==> config.mk <==
export PLATFORM = sky130hd
export DESIGN_NAME = spike_decoder_flat
export DESIGN_NICKNAME = d
export VERILOG_FILES = /design/src/rtl/snn_pkg.sv /design/src/rtl/spike_decoder_if.sv /design/src/rtl/spike_counter_bank.sv /design/src/rtl/spike_decoder.sv /design/src/flat_wrapper.sv
export SDC_FILE = /design/constraint.sdc
export NUM_CORES = 2
export LEC_CHECK = 0
export ABC_AREA = 1
export CAP_MARGIN = 20
export CELL_PAD_IN_SITES_DETAIL_PLACEMENT = 1
export CELL_PAD_IN_SITES_GLOBAL_PLACEMENT = 1
export CORE_ASPECT_RATIO = 0.8
export CORE_UTILIZATION = 40
export DETAILED_ROUTE_END_ITERATION = 10
export GPL_ROUTABILITY_DRIVEN = 0
export HOLD_SLACK_MARGIN = 0.15
export PLACE_DENSITY_LB_ADDON = 0.1
export SETUP_SLACK_MARGIN = 0.05
export SLEW_MARGIN = 20
export SYNTH_ARGS = -nofsm -noshare
export SYNTH_HDL_FRONTEND = slang
export SYNTH_SLANG_ARGS = --single-unit
==> constraint.sdc <==
create_clock -name clk -period 5.3 [get_ports clk]
set_input_delay 1.06 -clock clk [delete_from_list [all_inputs] [get_ports clk]]
set_output_delay 1.06 -clock clk [all_outputs]
set_load 0.02 [all_outputs]
==> src/rtl/snn_pkg.sv <==
// snn_pkg: shared FSM state type and default sizing for the spike decoder slice.
package snn_pkg;
    localparam int NUM_OUTPUTS_DEF = 100;
    localparam int WINDOW_DEF = 350;
    localparam int CNT_W_DEF = 8;
    typedef enum logic [1:0] {IDLE, COUNT, SCAN, DONE} state_t;
endpackage

==> src/rtl/spike_decoder_if.sv <==
// spike_decoder_if: result channel (valid/ready plus winner data) of the spike decoder.
// total_spikes exists only when SPIKE_DECODER_TOTAL_EN is defined.
interface spike_decoder_if import snn_pkg::*; #(
    parameter int NUM_OUTPUTS = NUM_OUTPUTS_DEF,
    parameter int CNT_W = CNT_W_DEF
);
    logic result_valid;
    logic result_ready;
    logic no_spike;
    logic [$clog2(NUM_OUTPUTS)-1:0] winner_idx;
    logic [CNT_W-1:0] winner_count;
`ifdef SPIKE_DECODER_TOTAL_EN
    logic [CNT_W+$clog2(NUM_OUTPUTS)-1:0] total_spikes;
    modport master (output result_valid, no_spike, winner_idx, winner_count, total_spikes, input result_ready);
    modport slave (input result_valid, no_spike, winner_idx, winner_count, total_spikes, output result_ready);
`else
    modport master (output result_valid, no_spike, winner_idx, winner_count, input result_ready);
    modport slave (input result_valid, no_spike, winner_idx, winner_count, output result_ready);
`endif
endinterface

==> src/rtl/spike_counter_bank.sv <==
// spike_counter_bank: per-neuron saturating spike counters with an indexed read port.
module spike_counter_bank import snn_pkg::*; #(
    parameter int NUM_OUTPUTS = NUM_OUTPUTS_DEF,
    parameter int CNT_W = CNT_W_DEF
) (
    input  logic clk,
    input  logic rst,
    input  logic clr,
    input  logic en,
    input  logic [NUM_OUTPUTS-1:0] spike_in,
    input  logic [$clog2(NUM_OUTPUTS)-1:0] rd_idx,
    output logic [CNT_W-1:0] rd_data
);
    logic [CNT_W-1:0] cnt [NUM_OUTPUTS];
    for (genvar i = 0; i < NUM_OUTPUTS; i++) begin : g_cnt
        always_ff @(posedge clk or negedge rst)
            if (!rst) cnt[i] <= '0;
            else if (clr) cnt[i] <= '0;
            else if (en && spike_in[i] && cnt[i] != '1) cnt[i] <= cnt[i] + CNT_W'(1);
    end
    assign rd_data = cnt[rd_idx];
endmodule

==> src/rtl/spike_decoder.sv <==
// spike_decoder: counts spikes per output neuron over a window, then scans for the winner.
// Optional SPIKE_DECODER_TOTAL_EN adds a total_spikes sum on the result channel.
module spike_decoder import snn_pkg::*; #(
    parameter int NUM_OUTPUTS = NUM_OUTPUTS_DEF,
    parameter int WINDOW = WINDOW_DEF,
    parameter int CNT_W = CNT_W_DEF
) (
    input  logic clk,
    input  logic rst,
    input  logic start,
    input  logic [NUM_OUTPUTS-1:0] spike_in,
    output logic busy,
    spike_decoder_if.master res
);
    localparam int IW = $clog2(NUM_OUTPUTS);
    localparam int TW = $clog2(WINDOW + NUM_OUTPUTS + 1);
    state_t state, state_nx;
    logic [TW-1:0] t;
    logic [IW-1:0] best_idx;
    logic [CNT_W-1:0] best_cnt, rd_data;
    logic clr, count_last, scan_last;
    assign clr = state == IDLE && start;
    assign count_last = t == TW'(WINDOW - 1);
    assign scan_last = t == TW'(NUM_OUTPUTS - 1);
    spike_counter_bank #(.NUM_OUTPUTS(NUM_OUTPUTS), .CNT_W(CNT_W)) u_bank (
        .clk(clk), .rst(rst), .clr(clr), .en(state == COUNT),
        .spike_in(spike_in), .rd_idx(t[IW-1:0]), .rd_data(rd_data)
    );
    always_ff @(posedge clk or negedge rst)
        if (!rst) state <= IDLE;
        else state <= state_nx;
    always_comb begin
        state_nx = state == IDLE  ? (start ? COUNT : IDLE) :
                   state == COUNT ? (count_last ? SCAN : COUNT) :
                   state == SCAN  ? (scan_last ? DONE : SCAN) :
                   (res.result_ready ? IDLE : DONE);
    end
    // t counts samples in COUNT, then doubles as the scan index in SCAN
    always_ff @(posedge clk or negedge rst)
        if (!rst) begin
            t <= '0;
            best_idx <= '0;
            best_cnt <= '0;
        end else begin
            t <= ((state == COUNT && !count_last) || (state == SCAN && !scan_last)) ? t + TW'(1) : '0;
            if (clr) begin
                best_idx <= '0;
                best_cnt <= '0;
            end else if (state == SCAN && rd_data > best_cnt) begin
                best_idx <= t[IW-1:0];
                best_cnt <= rd_data;
            end
        end
    always_comb begin
        busy = state != IDLE;
        res.result_valid = state == DONE;
        res.no_spike = state == DONE && best_cnt == '0;
        res.winner_idx = best_idx;
        res.winner_count = best_cnt;
    end
`ifdef SPIKE_DECODER_TOTAL_EN
    logic [CNT_W+IW-1:0] tot;
    always_ff @(posedge clk or negedge rst)
        if (!rst) tot <= '0;
        else if (clr) tot <= '0;
        else if (state == COUNT) tot <= tot + (CNT_W+IW)'($countones(spike_in));
    assign res.total_spikes = tot;
`endif
endmodule

==> src/flat_wrapper.sv <==
// flat-port wrapper written by rule: the top's interface ports become plain ports
module spike_decoder_flat import snn_pkg::*;
#(
    parameter int NUM_OUTPUTS = NUM_OUTPUTS_DEF,
    parameter int WINDOW = WINDOW_DEF,
    parameter int CNT_W = CNT_W_DEF
)
  (clk, rst, start, spike_in, busy, res_result_valid, res_no_spike, res_winner_idx, res_winner_count, res_result_ready);
  spike_decoder_if #(.NUM_OUTPUTS(NUM_OUTPUTS), .CNT_W(CNT_W)) res_i ();
  input  logic clk;
  input  logic rst;
  input  logic start;
  input  logic [NUM_OUTPUTS-1:0] spike_in;
  output logic busy;
  output wire logic [$bits(res_i.result_valid)-1:0] res_result_valid;
  output wire logic [$bits(res_i.no_spike)-1:0] res_no_spike;
  output wire logic [$bits(res_i.winner_idx)-1:0] res_winner_idx;
  output wire logic [$bits(res_i.winner_count)-1:0] res_winner_count;
  input wire logic [$bits(res_i.result_ready)-1:0] res_result_ready;
  assign res_result_valid = res_i.result_valid;
  assign res_no_spike = res_i.no_spike;
  assign res_winner_idx = res_i.winner_idx;
  assign res_winner_count = res_i.winner_count;
  assign res_i.result_ready = res_result_ready;
  spike_decoder #(.NUM_OUTPUTS(NUM_OUTPUTS), .WINDOW(WINDOW), .CNT_W(CNT_W)) u_core (.clk(clk), .rst(rst), .start(start), .spike_in(spike_in), .busy(busy), .res(res_i));
endmodule
# Word level (Yosys, flattened, before mapping)
# Index checks and enable logic that the tools add are counted.
# totals
ff_bits	826
word_cells	840
# classes
n_addsub	101
order_cmp	2
n_eq_ne	105
muxes	215
bitwise	1
reduce_logical	312
# op_table
cell	count
$mux W8	204
$add A8 B1 Y8 const B	100
$ne A8 B8 Y1 const B	100
$logic_and A1 B1 Y1	205
$reduce_bool A2 Y1	102
$bmux W8 S7	1
$mux W7	2
$mux W2	5
$add A9 B1 Y9 const B	1
$eq A9 B7 Y1 const B	1
$eq A9 B9 Y1 const B	1
$mux W9	1
$ge A8 B8 Y1 const B	1
$gt A8 B8 Y1	1
$logic_not A8 Y1	1
$not A7 Y8	1
$eq A2 B2 Y1 const B	2
$eq A2 B1 Y1 const B	1
$logic_not A1 Y1	2
$logic_not A2 Y1	1
$mux W1	2
$logic_or A1 B1 Y1	1

# Logic depth before layout (Yosys ltp)
# depth
word_depth	8
ltp_mapped	26

# Modules after synthesis
# Synthesis repeated with hierarchy kept, for this count alone.
# unflattened
cells_unflattened	7584
hier_area_um2	52193.8
# modules_own_cells
mod	n_inst	cells_each	area_each_um2
spike_counter_bank	1	7398	50699.9
spike_decoder	1	186	1493.9

# Worst setup path before layout
# OpenSTA, ideal clock, no wires.
# synth_timing
path_type	register to register
from	reg u_core.t[0]
to	reg u_core.best_idx[5] (netlist: u_core.res.winner_idx[5])
setup_time_ns	0.083
arrival_time_ns	3.046
setup_slack_ns	2.171
stages_incl_launch_ff	25
path_buffers	5
cell_sequence	dfrtp_1 > buf_6 > inv_2 > buf_6 > buf_6 > buf_6 > a21oi_1 > o21ai_0 > nand2_1 > nand2_1 > nand2_1 > o21ai_0 > nand3_1 > and2_1 > ha_1 > a21oi_1 > nor2_1 > a211oi_1 > o21ai_0 > nand2_1 > inv_2 > nor2_2 > buf_2 > nand2_1 > o21ai_0
# synth_via
elab_chain_len	7
# synth_rtl
item	line_no	source
from (decl)	spike_decoder.sv:18	logic [TW-1:0] t;
from (signal assigned)	spike_decoder.sv:45	t <= ((state == COUNT && !count_last) || (state == SCAN && !scan_last)) ? t + TW'(1) : '0;
$not A7 Y8 (not written as such)	spike_counter_bank.sv:21	assign rd_data = cnt[rd_idx];
$bmux W8 S7	spike_counter_bank.sv:21	
$mux W8 (not written as such) (2 in a row)	spike_counter_bank.sv:21	
$gt A8 B8 Y1	spike_decoder.sv:49	end else if (state == SCAN && rd_data > best_cnt) begin
$logic_and A1 B1 Y1	spike_decoder.sv:49	
$reduce_bool A2 Y1 (no source line)	n/a	
to (signal assigned)	spike_decoder.sv:50	best_idx <= t[IW-1:0];
to (decl)	spike_decoder.sv:19	logic [IW-1:0] best_idx;
# No other way between the ends. The select of a mux whose other input is x is not followed.
# A chain may end at the register's enable or synchronous reset.

# Final worst setup path
# layout_timing
from	reg u_core.t[0]
to	reg u_core.best_idx[2] (netlist: u_core.res.winner_idx[2])
# Same word-level chain as after synthesis.

==> results.py <==
metrics = {
    "synth": {
        "synth_fp_nets": 7732,
        "post_synth.cell_area_avg_um2": 6.84,
        "ys_dominant_reg_cell": "sky130_fd_sc_hd__dfrtp_1",
        "synthesis.yosys.warnings": 0,
        "synth-seq-cells": 826,
        "synth.distinct_cells": 36,
        "ys_async_sr_fraction_pct": 100,
        "synth_seq_area_share_pct": 40.2,
        "number_of_flops_mapped_to_enable_cells_by_yosys": 0,
        "mappedNetlistArea_um2": 51400,
        "syn-instance-count": 7518,
    },
    "worst_setup_path": {
        "timing.critical_path.from_type": "flip-flop",
        "worst_ep_required_ns": 5.91,
        "rr_endpoint": "u_core.res.winner_idx[2]",
        "worstRegToRegCells": 23,
        "crit_path_max_fanout": 124,
        "timing.setup.critical_path_class": "flip-flop to flip-flop",
        "worst-r2r-setup-slack_ns": 0.75,
        "worst_r2r_startpoint": "u_core.t[0]",
        "worst_ep_arrival_time_ns": 5.16,
        "cp-end-kind": "flip-flop",
        "setup.worst_path.start": "u_core.t[0]",
    },
    "final_layout": {
        "final_area_um2": 57300,
        "fraction_of_layout_cells_with_a_size_suffix_above_1_pct": 4.31,
        "finalNetCount": 7751,
        "area_growth_pct": 11.5,
        "final-instance-count-excl-fill": 9280,
        "utilization_pct": 45.0,
        "final_antenna_diode_count": 0,
    },
    "route": {
        "route.vias.total": 50900,
        "routed_via_density": 5.48,
        "wl_per_cell_um": 19.1,
        "drt_iter0_markers": 3172,
        "drc": 0,
        "antenna_left": 0,
        "drt-total-wl_um": 177000,
        "drt_first_pass_iters": 5,
    },
    "pwr": {
        "seq_power_share_pct": 47.1,
        "clock_power_share_pct": 51.0,
        "power-per-cell-area_nw_per_um2": 233,
        "power.share.combinational_pct": 1.9,
        "worst_case_vdd_ir_drop_mv": 0.247,
        "internal_mw": 10.3,
        "switching_power_mw": 3.08,
        "sw_share_pct": 23.0,
        "total_leakage_power_nw": 31.0,
        "power_mw": 13.4,
    },
    "clocking": {
        "tritoncts": "done",
        "post_cts_resized": 0,
        "cts-buffers-inserted": 96,
        "clkTransAtPathRegs_ns": 0.06,
        "clock_tree.buffer_depth": 3,
        "cts_num_sinks": 826,
        "clk_latency_ns": 0.72,
        "cts-htree-levels": 3,
        "cts_hold_buffers": 0,
        "cts_root_buffer": "sky130_fd_sc_hd__clkbuf_16",
        "postCtsSetupBuffers": 0,
    },
    "die": {
        "coreArea_um2": 127000,
        "initial_utilization_pct": 40.4,
        "die_width_um": 403,
        "floorplan.die.height_um": 323,
        "fp.dieArea_um2": 130000,
        "io-pin-count": 122,
        "core.rowCount": 117,
    },
    "flow_run": {
        "cap_violations": 0,
    },
    "sta": {
        "finalWorstPathRequiredPeriod_ns": 4.55,
        "fin_worst_skew_ns": 0.0232,
        "worstMarginPinSlew_ns": 1.15,
        "finalMaxSlewViolations": 0,
        "grt_setup_unrepaired": "no",
        "timing.final.ws_setup_ns": 0.748,
        "hold_ws_ns": 0.373,
        "slew_headroom_pct": 23.6,
        "timing.final.setup_violations": 0,
        "setup-tns-final_ns": 0,
        "final.period_utilization_pct": 85.9,
        "final_hold_violations": 0,
        "achievable-frequency_ghz": 0.220,
    },
    "placement": {
        "placed_cell_area_um2": 54200,
        "preCtsSetupSlack_ns": 0.796,
        "hpwl_um": 128000,
        "cell_total_after_placement": 9105,
        "numPortBuffers": 121,
    },
    "global_routing": {
        "track_usage_pct": 27.2,
        "grt_antenna_before_repair": 3,
        "grt_first_pass_wirelength_um": 284000,
        "grt_pass1_vias": 50800,
        "largest_net_degree_at_the_start_of_global_routing": 200,
        "grt_overflow_total": 0,
    },
    "hold_path": {
        "holdCritPathClass": "primary input to async pin",
    },
    "outcome": {
        "status": "finished clean",
    },
}
flip-flops by register name, summed over array words and instances (netlist names):
| name | cells |
|---|---|
| u_core.u_bank.cnt | 800 |
| u_core.t | 9 |
| u_core.res.winner_count | 8 |
| u_core.res.winner_idx | 7 |
| u_core.state | 2 |
area by class of cell:
class	count	area, µm²
Fill cell	16300	70100
Inverter	1083	4080
Clock inverter	26	240
Sequential cell	826	20700
Timing Repair Buffer	179	1950
Tap cell	1666	2080
Multi-Input combinational cell	5351	25400
Clock buffer	149	2880
critical path: stages (launching register included):
cell                       delay [ns]
sky130_fd_sc_hd__dfrtp_4         0.61
sky130_fd_sc_hd__inv_8           0.61
sky130_fd_sc_hd__buf_12          0.30
sky130_fd_sc_hd__nand2_1         0.09
sky130_fd_sc_hd__nand3_1         0.08
sky130_fd_sc_hd__nand2_1         0.06
sky130_fd_sc_hd__nand2_1         0.08
sky130_fd_sc_hd__nand2_1         0.07
sky130_fd_sc_hd__nor2_1          0.20
sky130_fd_sc_hd__nor2_1          0.07
sky130_fd_sc_hd__nor2_1          0.11
sky130_fd_sc_hd__nand3_1         0.13
sky130_fd_sc_hd__and2_1          0.17
sky130_fd_sc_hd__ha_1            0.29
sky130_fd_sc_hd__a21oi_1         0.17
sky130_fd_sc_hd__nor2_1          0.05
sky130_fd_sc_hd__a211oi_1        0.18
sky130_fd_sc_hd__o21ai_0         0.12
sky130_fd_sc_hd__nand2_1         0.24
sky130_fd_sc_hd__inv_2           0.16
sky130_fd_sc_hd__nor2_2          0.21
sky130_fd_sc_hd__buf_4           0.24
sky130_fd_sc_hd__nand2_1         0.07
sky130_fd_sc_hd__o21ai_0         0.09
per-layer routing:
layer / track usage, % / part of all wire [%]
met5: 0 / 0.021
met1: 40.0 / 50
met3: 4.35 / 4.8
met4: 6.19 / 2.2
met2: 41.5 / 43
logic make-up (layout without fill, tap and decap cells):
group	after synthesis	after routing	synth area share, %
XOR/XNOR	22	22	0.375
buffers and inverters	1341	1437	10.5
AND/OR/NAND/NOR	4004	4004	33.9
AO/OA/AOI/OAI	1215	1215	12.4
flip-flops	826	826	40.2
adder cells (fa/ha/maj)	110	110	2.68
layout by cell type, fill, tap and decap left out, drive strengths merged, types with 25 or more instances in the layout:
| cell type | synthesis | routed |
|---|---|---|
| a21oi | 348 | 348 |
| buf | 166 | 59 |
| clkbuf | 92 | 149 |
| clkdlybuf4s50 | 0 | 120 |
| clkinv | 5 | 25 |
| dfrtp | 826 | 826 |
| ha | 110 | 110 |
| inv | 1078 | 1079 |
| nand2 | 1943 | 1943 |
| nand3 | 746 | 746 |
| nand4 | 161 | 161 |
| nor2 | 607 | 607 |
| nor3 | 381 | 381 |
| nor4 | 80 | 80 |
| o211ai | 68 | 68 |
| o21ai | 751 | 751 |
| or2 | 78 | 78 |
power by group through the flow:
| stage | sequential [mW] | clock, mW | combinational [mW] |
|---|---|---|---|
| 2_1_floorplan | 6.42 | 0 | 0.000451 |
| 4_1_cts | 6.31 | 6.98 | 0.261 |
| 6_report | 6.31 | 6.82 | 0.248 |
| 3_5_place_dp | 6.42 | 0 | 0.260 |
| 5_1_grt | 6.30 | 7.19 | 0.278 |
| 3_3_place_gp | 6.42 | 0 | 0.261 |
cells in the mapped netlist, types with 18 or more instances:
cell type                  number  share of area (%)
sky130_fd_sc_hd__nor3_1       368                3.6
sky130_fd_sc_hd__o211ai_1      68               0.99
sky130_fd_sc_hd__buf_1         25               0.18
sky130_fd_sc_hd__inv_1       1072                7.8
sky130_fd_sc_hd__a211oi_1      21               0.31
sky130_fd_sc_hd__nor2_1       602                4.4
sky130_fd_sc_hd__or2_2         78               0.95
sky130_fd_sc_hd__o21ai_1       29               0.28
sky130_fd_sc_hd__nand3_1      731                7.1
sky130_fd_sc_hd__a21oi_1      348                3.4
sky130_fd_sc_hd__xor2_1        21               0.36
sky130_fd_sc_hd__dfrtp_1      826                 40
sky130_fd_sc_hd__o21ai_0      722                7.0
sky130_fd_sc_hd__buf_6         24               0.53
sky130_fd_sc_hd__clkbuf_1      92               0.67
sky130_fd_sc_hd__nand2_1     1943                 14
sky130_fd_sc_hd__nand4_1      161                2.0
sky130_fd_sc_hd__nor4_1        80               0.97
sky130_fd_sc_hd__o31ai_1       18               0.26
sky130_fd_sc_hd__buf_2        109                1.1
sky130_fd_sc_hd__ha_1         110                2.7
how the worst max path moves through the flow:
stage,slack (ns),to
final,0.75,u_core.res.winner_idx[2]
after global routing,0.35,u_core.res.winner_idx[5]
after CTS,0.74,u_core.res.winner_idx[2]
after detailed placement,0.80,u_core.res.winner_idx[2]
after global placement,0.92,u_core.res.winner_idx[6]
after floorplan,2.17,u_core.res.winner_idx[5]
Note: power is estimated with default switching activity, not from simulation.
